$ cat src/rtl/cqu_mips_pkg.sv
// Shared definitions for the CPU bus-side blocks: transfer size encodings and
// a clog2 that never returns zero, so it can size a pointer for any depth.
package cqu_mips_pkg;

  localparam logic [1:0] SIZE_BYTE = 2'b00;
  localparam logic [1:0] SIZE_HALF = 2'b01;
  localparam logic [1:0] SIZE_WORD = 2'b10;

  function automatic int clog2_safe(input int n);
    int r;
    r = 0;
    for (int i = 0; i < 31; i++) begin
      if ((1 << i) < n) r = i + 1;
    end
    return (r < 1) ? 1 : r;
  endfunction

endpackage

$ cat src/rtl/sync_fifo.sv
// Single-clock FIFO with an explicit occupancy count, so any depth works.
// Push while full is accepted when a pop happens in the same cycle.
module sync_fifo
  import cqu_mips_pkg::*;
#(
  parameter int WIDTH = 1,
  parameter int DEPTH = 2,
  localparam int PTR_W = clog2_safe(DEPTH),
  localparam int CNT_W = clog2_safe(DEPTH + 1)
) (
  input  logic             clk,
  input  logic             rstn,
  input  logic             clear,
  input  logic             push,
  input  logic [WIDTH-1:0] din,
  input  logic             pop,
  output logic [WIDTH-1:0] dout,
  output logic             empty,
  output logic             full,
  output logic [CNT_W-1:0] count
);

  logic [WIDTH-1:0] mem [DEPTH];
  logic [PTR_W-1:0] rd_ptr, wr_ptr;
  logic [PTR_W-1:0] rd_ptr_next, wr_ptr_next;
  logic             do_push, do_pop;

  assign empty   = (count == '0);
  assign full    = (count == CNT_W'(DEPTH));
  assign do_pop  = pop & ~empty;
  assign do_push = push & (~full | do_pop);
  assign dout    = mem[rd_ptr];

  // NOTE: every output of an always_comb gets a default first, otherwise a
  // path that skips an assignment infers a latch.
  always_comb begin
    rd_ptr_next = rd_ptr + 1'b1;
    wr_ptr_next = wr_ptr + 1'b1;
    if (rd_ptr == PTR_W'(DEPTH - 1)) rd_ptr_next = '0;
    if (wr_ptr == PTR_W'(DEPTH - 1)) wr_ptr_next = '0;
  end

  // NOTE: sequential state uses non-blocking assignments so every register
  // samples pre-edge values regardless of statement order.
  always_ff @(posedge clk or negedge rstn) begin
    if (!rstn) begin
      rd_ptr <= '0;
      wr_ptr <= '0;
      count  <= '0;
    end else if (clear) begin
      rd_ptr <= '0;
      wr_ptr <= '0;
      count  <= '0;
    end else begin
      if (do_push) wr_ptr <= wr_ptr_next;
      if (do_pop)  rd_ptr <= rd_ptr_next;
      case ({do_push, do_pop})
        2'b10:   count <= count + 1'b1;
        2'b01:   count <= count - 1'b1;
        default: count <= count;
      endcase
    end
  end

  // NOTE: storage is deliberately not reset; count/pointers define validity,
  // and leaving the array out of reset lets it map onto plain RAM cells.
  always_ff @(posedge clk) begin
    if (do_push && !clear) mem[wr_ptr] <= din;
  end

endmodule

$ cat src/rtl/sram_like_port.sv
// Master-side sram-like channel controller: credit-gated request pass-through,
// in-order response buffering, and flush that drains responses still in flight.
module sram_like_port
  import cqu_mips_pkg::*;
#(
  parameter int ADDR_W          = 32,
  parameter int DATA_W          = 32,
  parameter int MAX_OUTSTANDING = 2,
  parameter int RESP_DEPTH      = 4,
  parameter int ALLOW_WRITE     = 1,
  localparam int OUT_W = $clog2(MAX_OUTSTANDING + 1),
  localparam int RC_W  = clog2_safe(RESP_DEPTH + 1),
  localparam int TC_W  = clog2_safe(MAX_OUTSTANDING + 1)
) (
  input  logic              clk,
  input  logic              rstn,
  input  logic              flush,
  input  logic              core_valid,
  input  logic              core_wr,
  input  logic [1:0]        core_size,
  input  logic [ADDR_W-1:0] core_addr,
  input  logic [DATA_W-1:0] core_wdata,
  output logic              core_ready,
  output logic              resp_valid,
  output logic [DATA_W-1:0] resp_rdata,
  output logic              resp_wr,
  input  logic              resp_ready,
  output logic              stall,
  output logic [OUT_W-1:0]  outstanding,
  output logic              proto_err,
  output logic              bus_req,
  output logic              bus_wr,
  output logic [1:0]        bus_size,
  output logic [ADDR_W-1:0] bus_addr,
  output logic [DATA_W-1:0] bus_wdata,
  input  logic [DATA_W-1:0] bus_rdata,
  input  logic              bus_addr_ok,
  input  logic              bus_data_ok
);

  localparam logic WR_EN = (ALLOW_WRITE != 0);

  logic [OUT_W-1:0]  drop_cnt;
  logic [RC_W-1:0]   fifo_count;
  logic              credit;
  logic              accept;
  logic              data_ok_valid;
  logic              resp_push;
  logic              resp_empty;
  logic              resp_full;
  logic              tag_head;
  logic              tag_empty, tag_full;
  logic [TC_W-1:0]   tag_count;
  logic              unused_status;

  // Counting buffered plus in-flight entries reserves a slot for every data_ok.
  assign credit = (int'(outstanding) < MAX_OUTSTANDING) &&
                  ((int'(outstanding) + int'(fifo_count)) < RESP_DEPTH);

  assign bus_req    = rstn & core_valid & credit & ~flush;
  assign bus_wr     = core_wr & WR_EN;
  assign bus_size   = core_size;
  assign bus_addr   = core_addr;
  assign bus_wdata  = core_wdata;
  assign core_ready = bus_req & bus_addr_ok;
  assign stall      = core_valid & ~core_ready;
  assign accept     = core_ready;

  // A data_ok with nothing in flight is a protocol error and is otherwise ignored.
  assign data_ok_valid = bus_data_ok & (outstanding != '0);
  assign resp_push     = data_ok_valid & ~flush & (drop_cnt == '0);
  assign resp_valid    = ~resp_empty;

  always_ff @(posedge clk or negedge rstn) begin
    if (!rstn) begin
      outstanding <= '0;
      drop_cnt    <= '0;
      proto_err   <= 1'b0;
    end else begin
      if (bus_data_ok && outstanding == '0) proto_err <= 1'b1;

      case ({accept, data_ok_valid})
        2'b10:   outstanding <= outstanding + 1'b1;
        2'b01:   outstanding <= outstanding - 1'b1;
        default: outstanding <= outstanding;
      endcase

      // Responses still owed by the bus after a flush are swallowed on arrival.
      if (flush) begin
        drop_cnt <= outstanding - OUT_W'(data_ok_valid);
      end else if (data_ok_valid && drop_cnt != '0) begin
        drop_cnt <= drop_cnt - 1'b1;
      end
    end
  end

  // Request-type tags stay aligned with outstanding, including dropped ones.
  sync_fifo #(
    .WIDTH (1),
    .DEPTH (MAX_OUTSTANDING)
  ) u_tag_fifo (
    .clk   (clk),
    .rstn  (rstn),
    .clear (1'b0),
    .push  (accept),
    .din   (bus_wr),
    .pop   (data_ok_valid),
    .dout  (tag_head),
    .empty (tag_empty),
    .full  (tag_full),
    .count (tag_count)
  );

  sync_fifo #(
    .WIDTH (DATA_W + 1),
    .DEPTH (RESP_DEPTH)
  ) u_resp_fifo (
    .clk   (clk),
    .rstn  (rstn),
    .clear (flush),
    .push  (resp_push),
    .din   ({tag_head, bus_rdata}),
    .pop   (resp_ready),
    .dout  ({resp_wr, resp_rdata}),
    .empty (resp_empty),
    .full  (resp_full),
    .count (fifo_count)
  );

  assign unused_status = &{1'b0, tag_empty, tag_full, tag_count, resp_full};

endmodule
$ cat config.mk
export PLATFORM = sky130hd
export DESIGN_NAME = sram_like_port
export DESIGN_NICKNAME = d
export VERILOG_FILES = /design/src/rtl/cqu_mips_pkg.sv /design/src/rtl/sync_fifo.sv /design/src/rtl/sram_like_port.sv
export SDC_FILE = /design/constraint.sdc
export NUM_CORES = 1
export LEC_CHECK = 0
export BUFFER_PORTS_ARGS = -buffer_cell sky130_fd_sc_hd__buf_2
export CORE_UTILIZATION = 55
export CTS_CLUSTER_DIAMETER = 30
export DETAILED_ROUTE_END_ITERATION = 6
export PLACE_DENSITY_LB_ADDON = 0.12
export SLEW_MARGIN = 40
export SYNTH_ARGS = -nofsm -noshare
export SYNTH_HDL_FRONTEND = slang
export SYNTH_SLANG_ARGS = --single-unit
export TNS_END_PERCENT = 5
$ cat constraint.sdc
create_clock -name clk -period 5.8 [get_ports clk]
set_input_delay 0.29 -clock clk [delete_from_list [all_inputs] [get_ports clk]]
set_output_delay 0.29 -clock clk [all_outputs]
set_load 0.02 [all_outputs]
==> results of run 1 <==
path summary, 6_finish.rpt:
| path | endpoint | slack, ps | start |
|---|---|---|---|
| max in group asynchronous | u_resp_fifo.rd_ptr[1] | 5160 | rstn |
| hold reg to reg | proto_err | 460 | proto_err |
| min in group asynchronous | outstanding[0] | 320 | rstn |
| setup reg to reg | u_resp_fifo.count[1] | 3520 | u_resp_fifo.count[2] |
| setup / recovery | resp_rdata[3] | 3170 | u_resp_fifo.rd_ptr[0] |
| hold / removal | u_tag_fifo.mem[1] | 80 | core_wr |
layer usage:
metal | up-vias | GRT usage (%) | routed length [um]
met5 | - | 0 | 10
met4 | 2 | 8.62 | 317
met3 | 57 | 8.09 | 691
met2 | 115 | 30.3 | 5330
met1 | 1527 | 22.7 | 4390
li1 | 1340 | - | -
final cells by class:
| cell class | instances | area (um^2) |
|---|---|---|
| clock buffer | 23 | 468 |
| clock inverter | 9 | 176 |
| fill | 800 | 4290 |
| inverter | 10 | 37.5 |
| multi-input combinational | 119 | 1470 |
| sequential | 150 | 4430 |
| tap | 143 | 179 |
| timing repair buffer | 82 | 418 |
through the flow:
stage	instance area, um^2	cells	setup WS, ps	utilization, %	hold slack, ps
floorplan	6510	359	3430	-	-5.59
global placement	6520	503	3420	56.8	237
detailed placement	6520	503	3520	56.9	243
CTS	7180	536	3070	62.6	69.8
global route	7180	536	2980	62.6	64.0
finish	7180	536	3170	62.6	80.2
synth_stat cells (4+ instances only):
master | count | share of area (%)
nor2_1 | 14 | 0.81
xor2_1 | 6 | 0.81
inv_1 | 9 | 0.52
edfxtp_1 | 134 | 62
dfrtp_1 | 16 | 6.2
buf_4 | 71 | 8.2
and2_1 | 5 | 0.48
mux4_2 | 33 | 11
ha_1 | 9 | 1.7
buf_2 | 4 | 0.31
nand3_1 | 5 | 0.38
xnor2_1 | 6 | 0.81
mux2i_1 | 6 | 0.92
state kept, by name, indices dropped and copies added (netlist names):
register / flops
u_tag_fifo.rd_ptr: 1
u_tag_fifo.count: 2
outstanding: 2
drop_cnt: 2
u_resp_fifo.count: 3
proto_err: 1
u_resp_fifo.mem: 132
u_tag_fifo.wr_ptr: 1
u_tag_fifo.mem: 2
u_resp_fifo.rd_ptr: 2
u_resp_fifo.wr_ptr: 2
logic make-up after synthesis:
family | after synthesis | synth area share (%)
AO/OA/AOI/OAI | 15 | 2.29
multiplexers | 41 | 12.7
AND/OR/NAND/NOR | 40 | 3.57
flip-flops | 150 | 68.0
XOR/XNOR | 13 | 1.86
adder cells (fa/ha/maj) | 10 | 2.04
buffers and inverters | 90 | 9.59
what timing repair did:
item                                    in CTS  in global routing
hold endpoints to repair                    16                  0
setup buffers                                0                  0
endpoints found under the setup margin       0                  0
hold buffers                                 1                  0
power by group through the flow:
stage | Clock (mW) | Combinational, mW | Sequential [mW]
6_report | 1.19 | 0.451 | 1.31
3_3_place_gp | 0 | 0.448 | 1.33
3_5_place_dp | 0 | 0.458 | 1.34
2_1_floorplan | 0 | 0.438 | 1.31
4_1_cts | 1.21 | 0.460 | 1.32
5_1_grt | 1.25 | 0.495 | 1.33
critical path, stage by stage, from the launching register on:
cell     delay [ps]
dfrtp_2         660
buf_4           490
mux4_2          590
buf_2           180
==> run summary, run 1 <==
status: completed
commonest non-fill, non-tap cell in the layout: edfxtp_1
slew margin rel.: 65.6%
cts bufs inserted: 17
WHS Path Cells: 1
cell count of the worst reg-to-reg path: 6
drt total wl: 10700 um
drt wl/cell: 20.1 um
Max Clock Freq: 0.380 GHz
row count: 39
Final Power: 2.96 mW
DP HPWL: 6640 um
# diodes: 0
most frequent cells in the layout: edfxtp_1, buf_2, mux4_2
GP Congestion: 0.720
fin crit share: 45.3%
Seq pwr share: 44.5%
IO Port Bufs: 80
final setup fails: 0
die area: 12300 um^2
Worst Path Arrival: 2340 ps
initial core utilization: 56.8%
GRT overflow: 0
post-route ant nets: 0
Fin. Hold Viols: 0
RSZ-0062 raised after global routing: no
Clock power frac: 40.2%
Clock Pin Slew Worst Setup and Hold Paths: 60 ps
Mapped Area: 6510 um^2
later-pin clock latency in the skew report: 410 ps
H-tree lvl count: 4
max_cap viols: 0
initial antenna violation count: 1
All-Layer GR Usage: 19.1%
Clk Tree Root Cell: clkbuf_16
# IOs: 213
share of cells above drive strength 1: 41.0%
Worst-Margin Slew: 516 ps
cells after synthesis: 359
Resize count post-CTS: 0
Post-synth EDFFs: 134
Switching Fraction: 24.3%
worst-path fanout max: 22
Most used DFF post-synth: edfxtp_1
Post-Synthesis Mean Instance Area: 18.1 um^2
sequential fraction of the synthesis area: 68.0%
Power Density: 412 nW/um^2
DR vias: 3041
Die Ht: 111 um
WS Path Type: reg -> out
# nets final: 496
Max Buffers Root-to-Sink: 2
Final Skew: 7.12 ps
Pre-Repair DR Iteration Count: 4
Hold/Removal Path Class: in -> reg
VDD IR max: 0.437 mV
Area Growth Syn to Fin: 10.3%
DRC viols: 0
Lkg Pwr: 2.52 nW
Synth warnings: 0
CP Launch Type: flip-flop
sw power: 0.718 mW
largest net degree at the start of global routing: 35
Placeable Area: 11500 um^2
Comb power frac: 15.3%
max-slew violations: 0
syn nets: 475
Iter 0 DRT Violations: 194
Synth async-reset ratio: 10.7%
Cell variety after synth: 44
number of global-route vias before repair: 3260
fin crit period: 2630 ps
synthesis-stage register bit count: 150
Setup TNS Final: 0 ps
die width: 111 um
crit end category: primary output
TritonCTS clock tree: built
Num Clock Sinks: 150
internal power: 2.24 mW
drt via density: 5.67
first-pass GRT wire length: 17400 um
WP data required: 5510 ps
Note: power is estimated with default switching activity, not from simulation.
==> run 2, diff against run 1 <==
Settings changed: CORE_UTILIZATION 55 to 51.
Clock period 5.8 ns to 2.65 ns, I/O delays scaled along.
==> run 2 against run 1 <==
Compared with the run above:
- worst hold slack got worse by 6.1 ps
- highest routed layer is now met4
- via count is 3.1% higher
- critical endpoint is now u_resp_fifo.count[2]
- largest power group unchanged
- clock power is 99% higher
- global-route usage down 0.82 points
- non-clock buffer count is 42 higher
- largest cell class unchanged
==> run summary, run 2 (same netlist as run 1, synthesis figures left out) <==
WS Path Type: reg -> reg
most frequent cells in the layout: edfxtp_1, buf_2, dlygate4sd3_1
# IOs: 213 (unchanged)
Area Growth Syn to Fin: 16.9%
Hold Path Sink: u_resp_fifo.rd_ptr[0]
cts bufs inserted: 17 (unchanged)
Reg2Reg Setup Slack: 400 ps (-3120 ps)
# diodes: 0 (unchanged)
commonest non-fill, non-tap cell in the layout: edfxtp_1
crit end category: flip-flop
Hold/Removal Path Class: in -> reg
Clk Tree Root Cell: clkbuf_16
number of global-route vias before repair: 3348 (+2.7%)
GRT overflow: 0 (unchanged)
worst-path fanout max: 9 (-59%)
Critical Path Source: u_resp_fifo.count[2]
multi-input logic area: 1470 um^2 (-0.34%)
die area: 13200 um^2 (+7.7%)
Fillers: 917 (+15%)
drt wl/cell: 18.5 um (-7.8%)
max reg flops: 132 (unchanged)
initial antenna violation count: 0 (-1)
status: completed
Worst Path Arrival: 2590 ps (+250 ps)
final setup fails: 0 (unchanged)
DP HPWL: 7050 um (+6.2%)
slew margin rel.: 62.5% (-3.1 points)
first-pass GRT wire length: 17400 um (+0.20%)
Most flops, register: u_resp_fifo.mem
Max Buffers Root-to-Sink: 2 (unchanged)
IO Port Bufs: 80 (unchanged)
GP Congestion: 0.749 (+4.0%)
DR vias: 3135 (+3.1%)
DRC viols: 0 (unchanged)
Final Skew: 6.77 ps (-0.351 ps)
share of cells above drive strength 1: 39.8% (-1.2 points)
later-pin clock latency in the skew report: 420 ps (about the same)
die width: 115 um (+3.8%)
post-route ant nets: 0 (unchanged)
R2R Path Start: u_resp_fifo.count[2]
Resize count post-CTS: 0 (unchanged)
Fin. Hold Viols: 0 (unchanged)
Setup Buffers After CTS: 0 (unchanged)
Final Non-Filler Cells: 603 (+13%)
Power Density: 828 nW/um^2 (+100%)
max-slew violations: 0 (unchanged)
drt total wl: 11100 um (+3.7%)
WP data required: 2980 ps (-2530 ps)
DP Cell Count: 536 (+6.6%)
Clock Pin Slew Worst Setup and Hold Paths: 60 ps (about the same)
Pre-Repair DR Iteration Count: 4 (unchanged)
TritonCTS clock tree: built
Max Clock Freq: 0.444 GHz
fin crit share: 85.1%
worst reg2reg path endpoint: u_resp_fifo.count[2]
initial core utilization: 53.3% (-3.5 points)
H-tree lvl count: 4 (unchanged)
Num Clock Sinks: 150 (unchanged)
# nets final: 538 (+8.5%)
row count: 40 (+2.6%)
VDD IR max: 0.449 mV (+2.6%)
All-Layer GR Usage: 18.3% (-0.82 points)
Worst-Margin Slew: 563 ps (+47.0 ps)
RSZ-0062 raised after global routing: no
Hold Path Origin: flush
Die Ht: 115 um (+3.8%)
Placeable Area: 12200 um^2 (+6.5%)
drt via density: 5.20 (-8.4%)
fin crit period: 2250 ps
register area: 4430 um^2 (about the same)
CP Launch Type: flip-flop
Iter 0 DRT Violations: 166 (-14%)
cell count of the worst reg-to-reg path: 7 (+1)
final worst slack: 396 ps (-2780 ps)
Lkg Pwr: 2.70 nW (+7.0%)
largest net degree at the start of global routing: 34 (-2.9%)
WHS Path Cells: 2 (+1)
fin util: 62.3% (-0.29 points)
dpl ws: 409 ps (-3110 ps)
largest registers: u_resp_fifo.mem x132, u_resp_fifo.count x3
max_cap viols: 0 (unchanged)
Setup TNS Final: 0 ps (unchanged)
==> run 2: changes by cell type in the layout (fill, tap and decap cells not counted), sizes merged <==
cell,previous run,this run
buf,81,89
bufinv,5,3
dlygate4sd3,1,35
clkinvlp,1,2
clkbuf,23,17
clkinv,3,10
==> run 2: final cells by class <==
cell class | instances | share of cell area, %
Inverter | 10 | 0.493
Tap cell | 168 | 2.76
Multi-Input combinational cell | 119 | 19.3
Clock inverter | 15 | 2.14
Clock buffer | 17 | 5.59
Timing Repair Buffer | 124 | 11.6
Sequential cell | 150 | 58.2
==> run 2: worst max-delay path: stages (launching register included) <==
cell and delay (ps):
dfrtp_1 520, or3_1 470, nand2_1 120, nor2_1 60, fa_1 440, nor4_1 320
mux2i_1 110, a31oi_1 130
==> run 2: power by group <==
part	switching, mW	leakage [nW]	internal [mW]
Sequential	0.133	1.40	2.72
Clock	0.901	0.292	1.47
Combinational	0.568	1.00	0.506
Total	1.60	2.70	4.69
==> run 2: through the flow <==
| step | cell area, um^2 | total power [mW] | hold slack (ps) |
|---|---|---|---|
| floorplan | 6510 | 3.82 | -163 |
| global placement | 6670 | 3.93 | 128 |
| detailed placement | 6670 | 3.95 | 121 |
| CTS | 7610 | 6.38 | 58.1 |
| global route | 7610 | 6.55 | 79.5 |
| finish | 7610 | 6.30 | 74.1 |
==> run 2: worst max-delay path by stage <==
stage | end | slack, ps | cells past startpoint
finish | u_resp_fifo.count[2] | 400 | 7
global placement | u_resp_fifo.count[1] | 480 | 6
CTS | u_resp_fifo.count[1] | 390 | 6
detailed placement | u_resp_fifo.count[1] | 410 | 6
floorplan | u_resp_fifo.mem[3][0] | 280 | 5
global route | u_resp_fifo.count[2] | 200 | 7
==> run 2: layer usage <==
metal	up-vias	GRT usage, %	wire, um
li1	1428	-	-
met5	-	0	0
met2	107	29.4	5530
met4	0	11.4	483
met3	53	5.27	569
met1	1547	21.8	4560
==> run 2: timing repair <==
action	4_1_cts	5_1_grt
endpoints found under the setup margin	0	0
hold endpoints to repair	147	0
hold buffers	35	0
==> run 3, diff against run 2 <==
Settings changed: ABC_AREA set to 1, CELL_PAD_IN_SITES_DETAIL_PLACEMENT set to 0, CELL_PAD_IN_SITES_GLOBAL_PLACEMENT set to 2, CORE_UTILIZATION 51 to 32.
==> run 3 against run 2 <==
Compared with the run above:
- sequential power about the same
- sequential share of layout area decreased by 0.84 points
- worst hold slack got worse by 48 ps
- non-clock buffer count increased by 6
- design area increased by 1.4%
- flip-flop and latch count unchanged
- clock power increased by 3%
- critical path type unchanged
- die area increased by 57%
- register-to-register slack improved by 110 ps
- maximum frequency increased by 4.9%
- utilization decreased by 23 points
==> run summary, run 3 <==
cts bufs inserted: 17 (unchanged)
CP max-delay cell: dfrtp_1
drt total wl: 13700 um (+23%)
DP HPWL: 8250 um (+17%)
DR vias: 3921 (+25%)
Fin. Hold Viols: 0 (unchanged)
Reg2Reg Setup Slack: 500 ps (+110 ps)
# diodes: 0 (unchanged)
GP Congestion: 0.732 (-2.2%)
sequential fraction of the synthesis area: 68.3% (+0.34 points)
final worst slack: 502 ps (+106 ps)
max reg flops: 132 (unchanged)
cell with the most instances after synthesis: edfxtp_1
top cell type by total area after synthesis: edfxtp_1
DP Cell Count: 787 (+47%)
Most flops, register: u_resp_fifo.mem
initial core utilization: 33.0% (-20 points)
fin crit period: 2150 ps (-106 ps)
Max Clock Freq: 0.466 GHz (+4.9%)
later-pin clock latency in the skew report: 420 ps (about the same)
final setup fails: 0 (unchanged)
# nets final: 691 (+28%)
fin area: 7720 um^2 (+1.4%)
Power Density: 912 nW/um^2 (+10%)
syn nets: 630 (+33%)
max-slew violations: 0 (unchanged)
Num Clock Sinks: 150 (unchanged)
Clk Tree Root Cell: clkbuf_16
Area Growth Syn to Fin: 19.2%
Post-synth EDFFs: 134 (unchanged)
H-tree lvl count: 4 (unchanged)
Post-Synthesis Mean Instance Area: 12.6 um^2 (-31%)
# IOs: 213 (unchanged)
register area: 4430 um^2 (about the same)
commonest non-fill, non-tap cell in the layout: edfxtp_1
Synth warnings: 0 (unchanged)
Setup Buffers After CTS: 0 (unchanged)
Cell variety after synth: 31 (-30%)
multi-input logic area: 1400 um^2 (-4.8%)
crit path cell chain: ha_1, nand3_1, nand2_2, nor3b_4, nand2_2, ha_1, a21oi_1, o21ai_0, xor2_1
crit end category: flip-flop
Hold/Removal Path Class: in -> reg
drt via density: 4.60 (-12%)
largest delay contributor family on the critical path: adder cells
largest registers: u_resp_fifo.mem x132, u_resp_fifo.count x3
cells after synthesis: 514 (+43%)
worst path buffer plus inverter count: 0 (unchanged)
Iter 0 DRT Violations: 133 (-20%)
status: completed
synthesis-stage register bit count: 150 (unchanged)
Die Ht: 144 um (+25%)
fin util: 39.3% (-23 points)
most frequent cells in the layout: edfxtp_1, buf_2, nor2_1, o21ai_0, dlygate4sd3_1
CP Launch Type: flip-flop
first-pass GRT wire length: 20600 um (+19%)
Worst-Margin Slew: 573 ps (+9.75 ps)
fin crit share: 81.1% (-4.0 points)
Max Buffers Root-to-Sink: 2 (unchanged)
DP Area: 6770 um^2 (+1.4%)
worst hold slack: 25.9 ps (-48.2 ps)
dpl ws: 494 ps (+85.1 ps)
All-Layer GR Usage: 13.8% (-4.4 points)
RSZ-0062 raised after global routing: no
top cells by area, synth: edfxtp_1, buf_4, dfrtp_1
Final Skew: 11.4 ps (+4.64 ps)
slew margin rel.: 61.8% (-0.66 points)
hold_buf cts: 34 (-2.9%)
largest net degree at the start of global routing: 42 (+24%)
Fillers: 1902 (+110%)
GRT overflow: 0 (unchanged)
Clock Pin Slew Worst Setup and Hold Paths: 60 ps (about the same)
TritonCTS clock tree: built
Most used DFF post-synth: edfxtp_1
post-synth top area share: 62.1% (+0.31 points)
commonest cells in the netlist: edfxtp_1, nor2_1, o21ai_0, buf_4, o22ai_1
WS Path Type: reg -> reg
Mapped Area: 6480 um^2 (-0.50%)
share of cells above drive strength 1: 26.2% (-14 points)
Resize count post-CTS: 0 (unchanged)
Placeable Area: 19700 um^2 (+61%)
Critical Path Max Stage Delay: 450 ps (-70 ps)
die area: 20800 um^2 (+57%)
Pre-Repair DR Iteration Count: 4 (unchanged)
initial antenna violation count: 0 (unchanged)
Synth async-reset ratio: 10.7% (unchanged)
max_cap viols: 0 (unchanged)
Final Non-Filler Cells: 853 (+41%)
Setup TNS Final: 0 ps (unchanged)
die width: 144 um (+25%)
Final Power: 7.04 mW (+12%)
VDD IR max: 0.453 mV (+1.0%)
WP data required: 2950 ps (-30 ps)
IO Port Bufs: 80 (unchanged)
drt wl/cell: 16.0 um (-13%)
number of global-route vias before repair: 3760 (+12%)
post-route ant nets: 0 (unchanged)
row count: 51 (+28%)
worst-path fanout max: 6 (-3)
DRC viols: 0 (unchanged)
Worst Path Arrival: 2450 ps (-140 ps)
Lkg Pwr: 2.85 nW (+5.5%)
[run 3: changes by cell type in the layout (fill, tap and decap cells not counted), moves of 6 or more]
| cell | delta |
|---|---|
| mux4_2 | -33 |
| nand2_1 | +15 |
| mux2i_1 | -6 |
| buf_4 | +12 |
| o22ai_1 | +33 |
| nor2_1 | +57 |
| o21ai_0 | +69 |
| inv_1 | +11 |
[run 3: layout make-up]
class | count | area share [%]
flip-flops and latches | 150 | 57.3
multi-input cells | 251 | 18.1
repair buffers | 130 | 11.2
clock buffers | 20 | 5.92
well taps | 265 | 4.30
clock inverters | 12 | 1.99
inverters | 25 | 1.22
[run 3: kinds of logic after synthesis]
| logic type | Yosys count | synth area share [%] |
|---|---|---|
| flip-flops | 150 | 68.3 |
| AO/OA/AOI/OAI | 119 | 10.2 |
| AND/OR/NAND/NOR | 114 | 7.73 |
| buffers and inverters | 113 | 10.6 |
| adder cells (fa/ha/maj) | 10 | 2.05 |
| XOR/XNOR | 7 | 0.947 |
| multiplexers | 1 | 0.174 |
[run 3: routing by layer]
metal / up-vias / GRT usage [%] / part of all wire, %
li1: 1887 / - / -
met1: 1901 / 17.8 / 47
met2: 100 / 21.3 / 46
met3: 33 / 4.47 / 4.8
met4: 0 / 5.93 / 2.1
met5: - / 0 / 0
[run 3: final timing paths]
path / start / end / cells after the start
worst max-delay path: outstanding[1] / u_tag_fifo.count[1] / 9
worst min-delay path: bus_data_ok / proto_err / 2
worst max register to register: outstanding[1] / u_tag_fifo.count[1] / 9
worst min register to register: u_tag_fifo.wr_ptr / u_tag_fifo.wr_ptr / 2
max in group asynchronous: rstn / u_resp_fifo.rd_ptr[0] / 3
min in group asynchronous: rstn / proto_err / 3
[run 3: worst reg2reg max path: stages, from the launching register on]
cell and delay (ps):
dfrtp_1 450, ha_1 310, nand3_1 90, nand2_2 70
nor3b_4 300, nand2_2 110, ha_1 320, a21oi_1 120
o21ai_0 110, xor2_1 150
[run 3: report_power, final]
| group | switching [mW] | internal (mW) | leakage [nW] |
|---|---|---|---|
| registers | 0.114 | 2.77 | 1.40 |
| clock network | 0.907 | 1.53 | 0.292 |
| logic | 1.14 | 0.575 | 1.16 |
